<file path="src/rtl/romulus_pkg.sv">
// Shared constants for the Romulus SKINNY-128-384+ tweakey datapath.
// TK_PERM is the forward TK permutation: Y[i] = X[TK_PERM[i]], cell 0 = bits [127:120].
package romulus_pkg;

  localparam int unsigned CNT_W_DEF = 6;

  localparam int unsigned TK_PERM [16] = '{9, 15, 8, 13, 10, 14, 12, 11,
                                           0, 1, 2, 3, 4, 5, 6, 7};

  typedef enum logic [1:0] {
    ST_IDLE = 2'd0,
    ST_RUN  = 2'd1,
    ST_DONE = 2'd2
  } rw_state_e;

endpackage

</file>
<file path="src/rtl/tk1_rewind_inv_permutation.sv">
// Combinational single-step inverse TK permutation: Y[P[i]] = X[i].
module inv_permutation
  import romulus_pkg::*;
(
  input  logic [127:0] x_i,
  output logic [127:0] y_o
);

  always_comb begin
    y_o = '0;
    for (int unsigned i = 0; i < 16; i++) begin
      y_o[127 - 8*TK_PERM[i] -: 8] = x_i[127 - 8*i -: 8];
    end
  end

endmodule

</file>
<file path="src/rtl/tk1_rewind.sv">
// Sequential TK1 rewind: applies P^-1 R times, eight steps per cycle while R >= 8.
// Load/result use a valid/ready handshake; tk1o is the state register itself.
module tk1_rewind
  import romulus_pkg::*;
#(
  parameter int unsigned CNT_W = CNT_W_DEF
) (
  input  logic             clk,
  input  logic             rst,
  input  logic             in_valid,
  output logic             in_ready,
  input  logic [127:0]     tk1i,
  input  logic [CNT_W-1:0] rounds,
  output logic             out_valid,
  input  logic             out_ready,
  output logic [127:0]     tk1o
);

  localparam logic [CNT_W-1:0] STEP8 = CNT_W'(8);
  localparam logic [CNT_W-1:0] STEP1 = CNT_W'(1);

  rw_state_e        fsm_q;
  logic [127:0]     state_q;
  logic [127:0]     state_d;
  logic [CNT_W-1:0] cnt_q;
  logic [CNT_W-1:0] cnt_d;
  logic             in_ready_q;
  logic             out_valid_q;

  logic [127:0] chain [0:8];

  assign chain[0] = state_q;

  for (genvar g = 0; g < 8; g++) begin : g_inv
    inv_permutation u_inv (
      .x_i (chain[g]),
      .y_o (chain[g+1])
    );
  end

  always_comb begin
    state_d = chain[1];
    cnt_d   = cnt_q - STEP1;
    if (cnt_q >= STEP8) begin
      state_d = chain[8];
      cnt_d   = cnt_q - STEP8;
    end
  end

  always_ff @(posedge clk or negedge rst) begin
    if (!rst) begin
      fsm_q       <= ST_IDLE;
      state_q     <= '0;
      cnt_q       <= '0;
      in_ready_q  <= 1'b1;
      out_valid_q <= 1'b0;
    end else begin
      case (fsm_q)
        ST_IDLE: begin
          if (in_valid && in_ready_q) begin
            state_q    <= tk1i;
            cnt_q      <= rounds;
            in_ready_q <= 1'b0;
            if (rounds != '0) begin
              fsm_q <= ST_RUN;
            end else begin
              fsm_q       <= ST_DONE;
              out_valid_q <= 1'b1;
            end
          end
        end
        ST_RUN: begin
          state_q <= state_d;
          cnt_q   <= cnt_d;
          if (cnt_d == '0) begin
            fsm_q       <= ST_DONE;
            out_valid_q <= 1'b1;
          end
        end
        ST_DONE: begin
          // Back to IDLE only; a load cannot share the consume cycle.
          if (out_ready) begin
            fsm_q       <= ST_IDLE;
            out_valid_q <= 1'b0;
            in_ready_q  <= 1'b1;
          end
        end
        default: begin
          fsm_q       <= ST_IDLE;
          in_ready_q  <= 1'b1;
          out_valid_q <= 1'b0;
        end
      endcase
    end
  end

  assign in_ready  = in_ready_q;
  assign out_valid = out_valid_q;
  assign tk1o      = state_q;

endmodule

</file>
<file path="config.mk">
export PLATFORM = sky130hd
export DESIGN_NAME = tk1_rewind
export DESIGN_NICKNAME = d
export VERILOG_FILES = /design/src/rtl/romulus_pkg.sv /design/src/rtl/tk1_rewind_inv_permutation.sv /design/src/rtl/tk1_rewind.sv
export SDC_FILE = /design/constraint.sdc
export NUM_CORES = 1
export LEC_CHECK = 0
export BUFFER_PORTS_ARGS = -buffer_cell sky130_fd_sc_hd__buf_4
export CORE_AREA = 5 5 105 181
export DETAILED_ROUTE_END_ITERATION = 6
export DIE_AREA = 0 0 110 186
export PLACE_DENSITY_LB_ADDON = 0.08
export SETUP_SLACK_MARGIN = 0.1
export SLEW_MARGIN = 20
export SYNTH_ARGS = -nofsm -noshare
export SYNTH_HDL_FRONTEND = slang
export SYNTH_SLANG_ARGS = --single-unit
</file>
<file path="constraint.sdc">
create_clock -name clk -period 1.55 [get_ports clk]
set_input_delay 0.0775 -clock clk [delete_from_list [all_inputs] [get_ports clk]]
set_output_delay 0.0775 -clock clk [all_outputs]
set_load 0.01 [all_outputs]
</file>
==> impl_metrics.json, run 1 <==
{
  "result_of_the_run": "complete, but fails checks",
  "failed_checks": "setup timing",
  "areaGrowthSynthToFinish_pct": 80.53,
  "final.period_utilization": 1.197,
  "grt_first_pass_wirelength_um": 54330,
  "crit_arrival_ns": 2.16,
  "x_dimension_of_the_die_um": 110,
  "ff2ff_path_depth": 7,
  "ys_warn_count": 0,
  "synth.top_cell.area_share": 0.4404,
  "met2RoutedLength_um": 19070,
  "synthXorXnorAreaFrac": 0.001125,
  "placement.io_buffers": 267,
  "detailedPlacementHpwl_um": 23560,
  "clk_root_buffer_cell": "sky130_fd_sc_hd__clkbuf_16",
  "worst-r2r-setup-slack_ns": -0.31,
  "grtUsageTotal": 0.3604,
  "worstReg2RegEnd": "tk1o[72]",
  "synth-seq-cells": 138,
  "synth_compound_area_frac": 0.2506,
  "synth_top_area_cell": "sky130_fd_sc_hd__dfrtp_1",
  "startpoint": "cnt_q[3]",
  "cts.reportedPaths.clkPinSlew_ns": 0.06,
  "combinational_family_with_the_most_area_after_synthesis": "compound AO/OA/AOI/OAI gates",
  "power_leakage_nw": 6.153,
  "cp.required_ns": 1.86,
  "worstSetupEndpoint": "tk1o[72]",
  "worst_pin_slew_ns": 0.5789,
  "core-area_sq_um": 17380,
  "postPlaceCellArea_sq_um": 10550,
  "number_of_distinct_standard_cells_referenced_by_the_synthesized_netlist": 47,
  "final.setup_skew_ns": 0.008806,
  "initialDrtViolationCount": 614,
  "syn_inst": 695,
  "synth-simple-area-share": 0.05674,
  "numCtsBuffers": 17,
  "h_tree_levels": 4,
  "route.vias.total": 8655,
  "synth_edf_count": 0,
  "pin_count_of_the_biggest_net_entering_global_routing": 53,
  "finalWirelength_um": 37420,
  "power.net_switching_w": 0.009849,
  "cts_buffer_depth": 2,
  "cts_tree": "done",
  "gpl.final_weighted_congestion": 0.9634,
  "seq_area_frac_synth": 0.4438,
  "drc_errors": 0,
  "m1WireLength_um": 12940,
  "setup_viol": 133,
  "drt-pass1-iter-count": 5,
  "post-route-min-period_ns": 1.855,
  "timing_hold_violations_final": 0,
  "antenna_violating_nets_post_route": 0,
  "worstSkewPairLatency_ns": 0.43,
  "power.share.clock": 0.154,
  "power.switching_fraction": 0.4041,
  "top_layer": "met4",
  "crit-reg2reg-launch": "cnt_q[3]",
  "fraction_of_layout_instances_using_a_drive_strength_above_1": 0.5008,
  "criticalPathCategory": "reg -> reg",
  "stdcell_area_sq_um": 14050,
  "maximum_vdd_drop_mv": 1.114,
  "initial_utilization": 0.4479,
  "power-per-cell-area_nw_per_um2": 1735,
  "max-cap-violations": 0,
  "power.total_w": 0.02437,
  "hold-worst-slack_ns": 0.04023,
  "grt_pass1_vias": 9221,
  "hold_path_class": "in -> reg",
  "synth.top_cells.by_count": "sky130_fd_sc_hd__dfrtp_1, sky130_fd_sc_hd__a22oi_1, sky130_fd_sc_hd__mux2i_1, sky130_fd_sc_hd__nor2_1, sky130_fd_sc_hd__o21ai_0",
  "timing.critical_path.from_type": "flip-flop",
  "avgSynthCellArea_sq_um": 11.20,
  "drt-vias-per-instance": 5.981,
  "number_of_antenna_violations_at_the_first_check_in_global_routing": 1,
  "floorplan.die_area_sq_um": 20460,
  "power.share.combinational": 0.528,
  "ys_dominant_reg_cell": "sky130_fd_sc_hd__dfrtp_1",
  "die_height_um": 186,
  "post_synth_mux_area_share": 0.1889,
  "num_rows": 64,
  "cellInternalPower_w": 0.01453,
  "synth.area.top_cells": "sky130_fd_sc_hd__dfrtp_1, sky130_fd_sc_hd__mux2i_1, sky130_fd_sc_hd__a22oi_1, sky130_fd_sc_hd__a221oi_2, sky130_fd_sc_hd__mux2_4",
  "synthArstFlopShare": 1.000,
  "fin_nets": 1343,
  "io-pin-count": 268,
  "grt-ovfl-total": 0,
  "cp_max_fo": 8,
  "post_synth_fa_ha_maj_area_fraction": 0.006430,
  "place_worst_setup_slack_ns": -0.3604,
  "max_slew_headroom": 0.6141,
  "maxSlewViolCount": 0,
  "achievable-frequency_mhz": 539.0,
  "synthesis.area_sq_um": 7784,
  "met3_length_um": 2322,
  "grt_setup_unrepaired": "yes",
  "cts.sinks": 138,
  "yosysMostFrequentCell": "sky130_fd_sc_hd__dfrtp_1",
  "setup-tns-final_ns": -21.74,
  "seq_power_share": 0.318,
  "drt-wirelength-per-cell_um": 25.86,
  "cp-end-kind": "flip-flop",
  "synthesis.nets": 837,
  "setup_slack_ns": -0.3054
}
-- flip-flops by register name (all words and copies together) (netlist names) --
| register | count |
|---|---|
| cnt_q | 6 |
| fsm_q | 2 |
| in_ready | 1 |
| out_valid | 1 |
| tk1o | 128 |
-- metrics by stage --
stage            util  std cells
6_report       0.8087       1447
5_1_grt        0.8085       1446
4_1_cts        0.7900       1435
3_5_place_dp   0.6074       1202
3_3_place_gp   0.6074       1202
2_1_floorplan       -        695
-- what timing repair did --
item	4_1_cts	5_1_grt
setup endpoints to repair	137	138
hold buffers	131	0
pin swaps	45	42
gates resized for setup	85	79
gates cloned	16	2
hold endpoints to repair	176	0
buffers inserted	56	19
-- per-layer routing --
| layer | vias up | GRT usage |
|---|---|---|
| li1 | 3683 | - |
| met1 | 4296 | 0.4073 |
| met2 | 516 | 0.5970 |
| met3 | 160 | 0.05935 |
| met4 | 0 | 0.2731 |
| met5 | - | 0 |
-- critical path, stage by stage, from the launching register on --
cell and delay (ns):
sky130_fd_sc_hd__dfrtp_2 0.43, sky130_fd_sc_hd__nor3_4 0.23, sky130_fd_sc_hd__buf_8 0.18, sky130_fd_sc_hd__buf_6 0.11, sky130_fd_sc_hd__buf_12 0.12, sky130_fd_sc_hd__mux2_4 0.30, sky130_fd_sc_hd__a221oi_2 0.26, sky130_fd_sc_hd__nor2_1 0.09
-- cell usage in the layout (no fill, tap or decap), drive strengths merged, types with 3 or more instances in the layout --
cell type / n
nand2: 4
o22ai: 3
a221oi: 41
a21oi: 5
clkinv: 4
clkbuf: 29
mux2i: 88
dfrtp: 137
dlygate4sd3: 131
o21ai: 91
ha: 4
o211ai: 3
buf: 415
inv: 8
nor2: 87
o221ai: 3
a22oi: 91
mux2: 40
nand3: 4
-- cell type report --
type	instances	area, sq um
Clock inverter	5	50.05
Multi-Input combinational cell	486	4397
Tap cell	231	289.0
Clock buffer	27	473.0
Fill cell	1000	3324
Timing Repair Buffer	550	5344
Inverter	8	35.03
Antenna cell	2	5.005
Sequential cell	138	3460
-- worst min-delay path by stage --
stage                          from  endpoint  slack (ns)  cells past startpoint
after CTS                 rounds[3]  fsm_q[0]        0.03                      5
after detailed placement        rst  tk1o[44]        0.07                      1
after global placement          rst  tk1o[35]        0.06                      1
final                     rounds[2]  cnt_q[2]        0.04                      3
after global routing      rounds[3]  cnt_q[3]        0.04                      3
after floorplan                 rst  cnt_q[0]       -0.22                      0
-- power by group through the flow --
stage | clock (W) | sequential [W] | combinational (W)
2_1_floorplan | 0 | 0.00718 | 0.00546
3_3_place_gp | 0 | 0.00750 | 0.0101
3_5_place_dp | 0 | 0.00756 | 0.0103
4_1_cts | 0.00379 | 0.00756 | 0.0120
5_1_grt | 0.00394 | 0.00790 | 0.0136
6_report | 0.00375 | 0.00776 | 0.0129
-- logic make-up after synthesis --
family | count (synthesis)
compound gates | 249
flops | 138
mux | 128
simple gates | 104
buf+inv | 71
fa+ha+maj | 4
xor+xnor | 1
(Power assumes the default switching activity.)
==> run 2, diff against run 1 <==
--- a/config.mk
+++ b/config.mk
@@ -6,9 +6,11 @@
 export NUM_CORES = 1
 export LEC_CHECK = 0
 export BUFFER_PORTS_ARGS = -buffer_cell sky130_fd_sc_hd__buf_4
-export CORE_AREA = 5 5 105 181
+export CELL_PAD_IN_SITES_DETAIL_PLACEMENT = 0
+export CELL_PAD_IN_SITES_GLOBAL_PLACEMENT = 1
+export CORE_AREA = 5 5 119 206
 export DETAILED_ROUTE_END_ITERATION = 6
-export DIE_AREA = 0 0 110 186
+export DIE_AREA = 0 0 124 211
 export PLACE_DENSITY_LB_ADDON = 0.08
 export SETUP_SLACK_MARGIN = 0.1
 export SLEW_MARGIN = 20
==> run 2 against run 1 <==
  * The flow still finishes with violations (setup timing)
  * Sequential share of layout area increased by 0.62 points
  * Clock skew shrank 0.0044 ns
  * Hold slack got worse by 0.0053 ns
  * Setup slack improved by 0.048 ns
  * Total power decreased by 0.78%
  * Via count shrank 5.8%
  * Clock-buffer cell count fell by 7
  * Cell count is 2.9% higher
  * Fmax rose by 2.6%
  * Combinational power shrank 5%
  * Clock power up 18%
  * Highest routed layer unchanged
==> impl_metrics.json, run 2 (synthesis gave the netlist of run 1 again) <==
{
  "result_of_the_run": "complete, but fails checks",
  "failed_checks": "setup timing",
  "power-per-cell-area_nw_per_um2": 1765,
  "num_rows": 73,
  "route.vias.total": 8157,
  "antenna_violating_nets_post_route": 0,
  "layout.cells.most_common": "sky130_fd_sc_hd__buf_4",
  "stdcell_area_sq_um": 13700,
  "maximum_vdd_drop_mv": 0.9769,
  "critical_path.top_delay_family": "buffers and inverters",
  "number_of_antenna_violations_at_the_first_check_in_global_routing": 1,
  "drt-vias-per-instance": 5.478,
  "grt_first_pass_wirelength_um": 53550,
  "power.switching_fraction": 0.3932,
  "layout.core_utilization": 0.6073,
  "power.share.clock": 0.183,
  "cellInternalPower_w": 0.01468,
  "detailedPlacementHpwl_um": 24900,
  "postPlaceCellArea_sq_um": 10590,
  "cp.required_ns": 1.86,
  "areaGrowthSynthToFinish_pct": 76.03,
  "finalWirelength_um": 36390,
  "core-area_sq_um": 22560,
  "worst_pin_slew_ns": 0.4345,
  "cts.sinks": 138,
  "cts_buffer_depth": 2,
  "max_reg_flops": 128,
  "initialDrtViolationCount": 581,
  "drc_errors": 0,
  "drt-pass1-iter-count": 5,
  "initial_utilization": 0.3450,
  "numCtsBuffers": 17,
  "timing.critical_path.buf_inv": 3,
  "gpl.final_weighted_congestion": 0.8880,
  "cp_max_fo": 13,
  "grt_pass1_vias": 8742,
  "setup_slack_ns": -0.2576,
  "grt-ovfl-total": 0,
  "finish.cell_count_without_fillers": 1489,
  "max-cap-violations": 0,
  "final.period_utilization": 1.166,
  "floorplan.die_area_sq_um": 26160,
  "die_height_um": 211,
  "timing_hold_violations_final": 0,
  "fin_nets": 1317,
  "hold_path_class": "in -> reg",
  "layout.cells.most_common_list": "sky130_fd_sc_hd__buf_4, sky130_fd_sc_hd__dfrtp_1, sky130_fd_sc_hd__dlygate4sd3_1",
  "cts_tree": "done",
  "cp-end-kind": "flip-flop",
  "worstSkewPairLatency_ns": 0.43,
  "criticalPathCategory": "reg -> reg",
  "seq_power_share": 0.311,
  "max_slew_headroom": 0.7103,
  "worst-r2r-setup-slack_ns": -0.26,
  "clk_root_buffer_cell": "sky130_fd_sc_hd__clkbuf_16",
  "cts.reportedPaths.clkPinSlew_ns": 0.06,
  "power.net_switching_w": 0.009508,
  "slowest_stage_cell_crit_path": "sky130_fd_sc_hd__dfrtp_1",
  "power_leakage_nw": 6.029,
  "grt_setup_unrepaired": "yes",
  "dp_cells": 1266,
  "timing.critical_path.from_type": "flip-flop",
  "post-route-min-period_ns": 1.808,
  "power.total_w": 0.02418,
  "crit_arrival_ns": 2.12,
  "drt-wirelength-per-cell_um": 24.44,
  "x_dimension_of_the_die_um": 124,
  "setup_viol": 124,
  "power.share.combinational": 0.505,
  "fraction_of_layout_instances_using_a_drive_strength_above_1": 0.4596,
  "final.setup_skew_ns": 0.004365,
  "critPathMaxStageDelay_ns": 0.42,
  "achievable-frequency_mhz": 553.2,
  "placement.io_buffers": 267,
  "h_tree_levels": 4,
  "crit_path_cell_trace": "nor3_4 -> buf_6 -> buf_12 -> buf_16 -> mux2_4 -> a221oi_2 -> nor2_1",
  "pin_count_of_the_biggest_net_entering_global_routing": 41,
  "fill_cells": 1893,
  "grtUsageTotal": 0.2761,
  "setup-tns-final_ns": -18.31,
  "maxSlewViolCount": 0,
  "io-pin-count": 268
}
==> run 2: cell count changes in the layout (fill, tap and decap cells not counted), sizes merged <==
cell | before | now
bufbuf | 2 | 0
clkinvlp | 0 | 4
buf | 415 | 389
diode | 2 | 1
dlygate4sd3 | 131 | 132
clkbuf | 29 | 23
bufinv | 1 | 4
==> run 2: layout make-up <==
| cell class | count | area [sq um] | area share |
|---|---|---|---|
| timing repair buffer | 524 | 5046 | 0.3683 |
| multi-input combinational | 486 | 4150 | 0.3029 |
| sequential | 138 | 3458 | 0.2524 |
| clock buffer | 20 | 466.7 | 0.03406 |
| tap | 300 | 375.4 | 0.02739 |
| clock inverter | 12 | 170.2 | 0.01242 |
| inverter | 8 | 32.53 | 0.002374 |
| antenna | 1 | 2.502 | 0.0001826 |
==> run 2: power by group through the flow <==
stage | clock (W) | combinational (W) | sequential, W
2_1_floorplan | 0 | 0.00546 | 0.00718
3_3_place_gp | 0 | 0.0104 | 0.00749
3_5_place_dp | 0 | 0.0106 | 0.00753
4_1_cts | 0.00452 | 0.0120 | 0.00750
5_1_grt | 0.00465 | 0.0131 | 0.00774
6_report | 0.00443 | 0.0122 | 0.00753
==> run 2: tightest hold or removal path, stage by stage <==
cell,delay [ns]
sky130_fd_sc_hd__buf_4,0.11
sky130_fd_sc_hd__o22ai_1,0.11
sky130_fd_sc_hd__a221oi_1,0.11
==> run 2: worst paths after layout <==
| path | from | endpoint | depth (start not counted) |
|---|---|---|---|
| worst min register to register | tk1o[32] | tk1o[32] | 2 |
| max in group asynchronous | rst | tk1o[0] | 3 |
| worst max register to register | cnt_q[5] | tk1o[79] | 7 |
| worst max-delay path | cnt_q[5] | tk1o[79] | 7 |
| worst min-delay path | rounds[4] | cnt_q[4] | 3 |
| min in group asynchronous | rst | cnt_q[2] | 2 |
==> run 2: what timing repair did <==
action / in CTS / in global routing
pin swaps: 28 / 11
endpoints found under the setup margin: 135 / 137
gates resized for setup: 64 / 39
gates cloned: 15 / 4
setup buffers: 36 / 9
endpoints found under the hold margin: 269 / 0
hold buffers: 132 / 0
==> run 2: metrics by stage <==
step	hold WS, ns	worst slack, ns
final	0.03498	-0.2576
after floorplan	-0.2181	-0.07339
after global routing	0.03683	-0.3271
after detailed placement	0.01741	-0.2836
after CTS	0.01937	-0.2556
after global placement	0.01119	-0.2406
==> run 2: layer usage <==
metal	global-route usage	wire [um]	vias to the layer above
met1	0.3303	13520	4090
li1	-	-	3635
met4	0.1282	1648	0
met5	0	0	-
met2	0.4797	19120	360
met3	0.04153	2098	72
==> run 3, diff against run 2 <==
--- a/config.mk
+++ b/config.mk
@@ -5,12 +5,12 @@
 export SDC_FILE = /design/constraint.sdc
 export NUM_CORES = 1
 export LEC_CHECK = 0
-export BUFFER_PORTS_ARGS = -buffer_cell sky130_fd_sc_hd__buf_4
 export CELL_PAD_IN_SITES_DETAIL_PLACEMENT = 0
 export CELL_PAD_IN_SITES_GLOBAL_PLACEMENT = 1
-export CORE_AREA = 5 5 119 206
+export CORE_AREA = 5 5 107 184
 export DETAILED_ROUTE_END_ITERATION = 6
-export DIE_AREA = 0 0 124 211
+export DIE_AREA = 0 0 112 189
+export DONT_BUFFER_PORTS = 1
 export PLACE_DENSITY_LB_ADDON = 0.08
 export SETUP_SLACK_MARGIN = 0.1
 export SLEW_MARGIN = 20
==> run 3 against run 2 <==
  * The flow finishes with violations (hold timing, setup timing)
  * Register-to-register slack better by 0.02 ns
  * Critical path depth is 1 lower
  * Cell area is 15% lower
  * Non-clock buffer count is 269 lower
  * Clock power is 4.7% lower
  * Hold slack worse by 0.69 ns
  * Global-route usage is 2.0 points higher
  * Routed wire length is 11% lower
  * Total power is 11% lower
  * First-iteration DRC count is 9.0% lower
  * Combinational power is 26% lower
  * Highest routed layer unchanged
==> impl_metrics.json, run 3 (synthesis gave the netlist of run 1 again) <==
{
  "result_of_the_run": "complete, but fails checks",
  "failed_checks": "hold timing, setup timing",
  "power-per-cell-area_nw_per_um2": 1856,
  "initialDrtViolationCount": 529,
  "initial_utilization": 0.4331,
  "grt_first_pass_wirelength_um": 47870,
  "hold-worst-slack_ns": -0.6551,
  "layout.core_utilization": 0.6456,
  "cts.reportedPaths.clkPinSlew_ns": 0.06,
  "cp-end-kind": "flip-flop",
  "layout.cells.most_common": "sky130_fd_sc_hd__dlygate4sd3_1",
  "grt_setup_unrepaired": "yes",
  "drc_errors": 0,
  "clk_root_buffer_cell": "sky130_fd_sc_hd__clkbuf_16",
  "worst_pin_slew_ns": 0.4187,
  "numCtsBuffers": 17,
  "grt_pass1_vias": 7483,
  "cts_tree": "done",
  "hold_path_class": "in -> async",
  "gpl.final_weighted_congestion": 0.8541,
  "max-cap-violations": 0,
  "fraction_of_layout_instances_using_a_drive_strength_above_1": 0.3017,
  "io-pin-count": 268,
  "max_slew_headroom": 0.7209,
  "die_height_um": 189,
  "cp.required_ns": 1.86,
  "floorplan.die_area_sq_um": 21170,
  "maxSlewViolCount": 0,
  "drt-pass1-iter-count": 4,
  "crit_arrival_ns": 2.09,
  "route.vias.total": 7101,
  "core-area_sq_um": 17970,
  "cp_max_fo": 8,
  "cts_hold_fix_bufs": 137,
  "h_tree_levels": 4,
  "criticalPathCategory": "reg -> reg",
  "achievable-frequency_mhz": 560.7,
  "max_reg_flops": 128,
  "setup_viol": 128,
  "num_rows": 65,
  "setup-tns-final_ns": -18.78,
  "fin_nets": 1048,
  "cts_buffer_depth": 2,
  "power.total_w": 0.02154,
  "final.period_utilization": 1.151,
  "grtUsageTotal": 0.2956,
  "timing.critical_path.from_type": "flip-flop",
  "fill_cells": 1402,
  "antenna_violating_nets_post_route": 0,
  "cts.sinks": 138,
  "maximum_vdd_drop_mv": 1.115,
  "post-route-min-period_ns": 1.783,
  "finalWirelength_um": 32390,
  "drt-wirelength-per-cell_um": 28.11,
  "seqCellArea_sq_um": 3457,
  "multi_input_combinational_cell_area_sq_um": 4174,
  "worstSkewPairLatency_ns": 0.42,
  "pin_count_of_the_biggest_net_entering_global_routing": 139,
  "drt-vias-per-instance": 6.164,
  "number_of_antenna_violations_at_the_first_check_in_global_routing": 0,
  "timing_hold_violations_final": 138,
  "insertedDiodeCount": 0,
  "ff2ff_path_depth": 6,
  "areaGrowthSynthToFinish_pct": 49.08,
  "final.setup_skew_ns": 0.006918,
  "grt-ovfl-total": 0,
  "detailedPlacementHpwl_um": 21150,
  "x_dimension_of_the_die_um": 112,
  "placement.io_buffers": 0,
  "setup_slack_ns": -0.2334,
  "layout.cells.most_common_list": "sky130_fd_sc_hd__dlygate4sd3_1, sky130_fd_sc_hd__dfrtp_1, sky130_fd_sc_hd__nor2_1",
  "power_leakage_nw": 4.694
}
## run 3: cell count changes in the layout (fill, tap and decap cells not counted), sizes merged
cell,before,now
bufbuf,0,1
clkbuf,23,25
bufinv,4,3
diode,1,0
clkinvlp,4,5
buf,389,112
dlygate4sd3,132,137
clkinv,4,3
## run 3: final timing paths
check | end | slack (ns) | from
max in group asynchronous | in_ready | 1.90 | rst
min | tk1o[67] | -0.66 | rst
min in group clk | fsm_q[0] | 0.02 | rounds[5]
max | tk1o[96] | -0.23 | cnt_q[3]
max reg2reg | tk1o[96] | -0.23 | cnt_q[3]
min reg2reg | fsm_q[1] | 0.58 | fsm_q[0]
## run 3: layout make-up
type | count | area share
multi-input cells | 486 | 0.3597
flip-flops and latches | 138 | 0.2979
repair buffers | 255 | 0.2623
clock buffers | 20 | 0.03936
well taps | 234 | 0.02523
clock inverters | 11 | 0.01262
inverters | 8 | 0.002804
## run 3: repair_timing
item                                    4_1_cts  5_1_grt
gates cloned                                 14        5
pin swaps                                    16       36
endpoints found under the setup margin      136      136
buffers inserted                             30        9
resized for setup                            68       31
hold endpoints to repair                    275      138
## run 3: power by group
| group | internal (W) | switching (W) | leakage (nW) |
|---|---|---|---|
| clock network | 0.00260 | 0.00162 | 0.280 |
| logic | 0.00492 | 0.00407 | 2.73 |
| registers | 0.00510 | 0.00323 | 1.68 |
| total | 0.0126 | 0.00892 | 4.69 |
## run 3: worst max-delay path, stage by stage, from the launching register on
cell                       delay (ns)
sky130_fd_sc_hd__dfrtp_1         0.41
sky130_fd_sc_hd__nor3_4          0.26
sky130_fd_sc_hd__buf_4           0.25
sky130_fd_sc_hd__buf_12          0.15
sky130_fd_sc_hd__mux2_4          0.30
sky130_fd_sc_hd__a221oi_2        0.24
sky130_fd_sc_hd__nor2_1          0.06
## run 3: stage by stage
stage | cells | worst slack (ns) | cell area [sq um]
2_1_floorplan | 695 | -0.07339 | 7935
3_3_place_gp | 931 | -0.1888 | 8472
3_5_place_dp | 931 | -0.2367 | 8472
4_1_cts | 1143 | -0.2355 | 11360
5_1_grt | 1152 | -0.3058 | 11600
6_report | 1152 | -0.2334 | 11600
## run 3: layer usage
metal	up-vias	GRT usage	share of wire
met3	85	0.07995	0.076
met4	0	0.1832	0.066
met2	352	0.4887	0.50
met1	3576	0.3376	0.36
met5	-	0	0
li1	3088	-	-
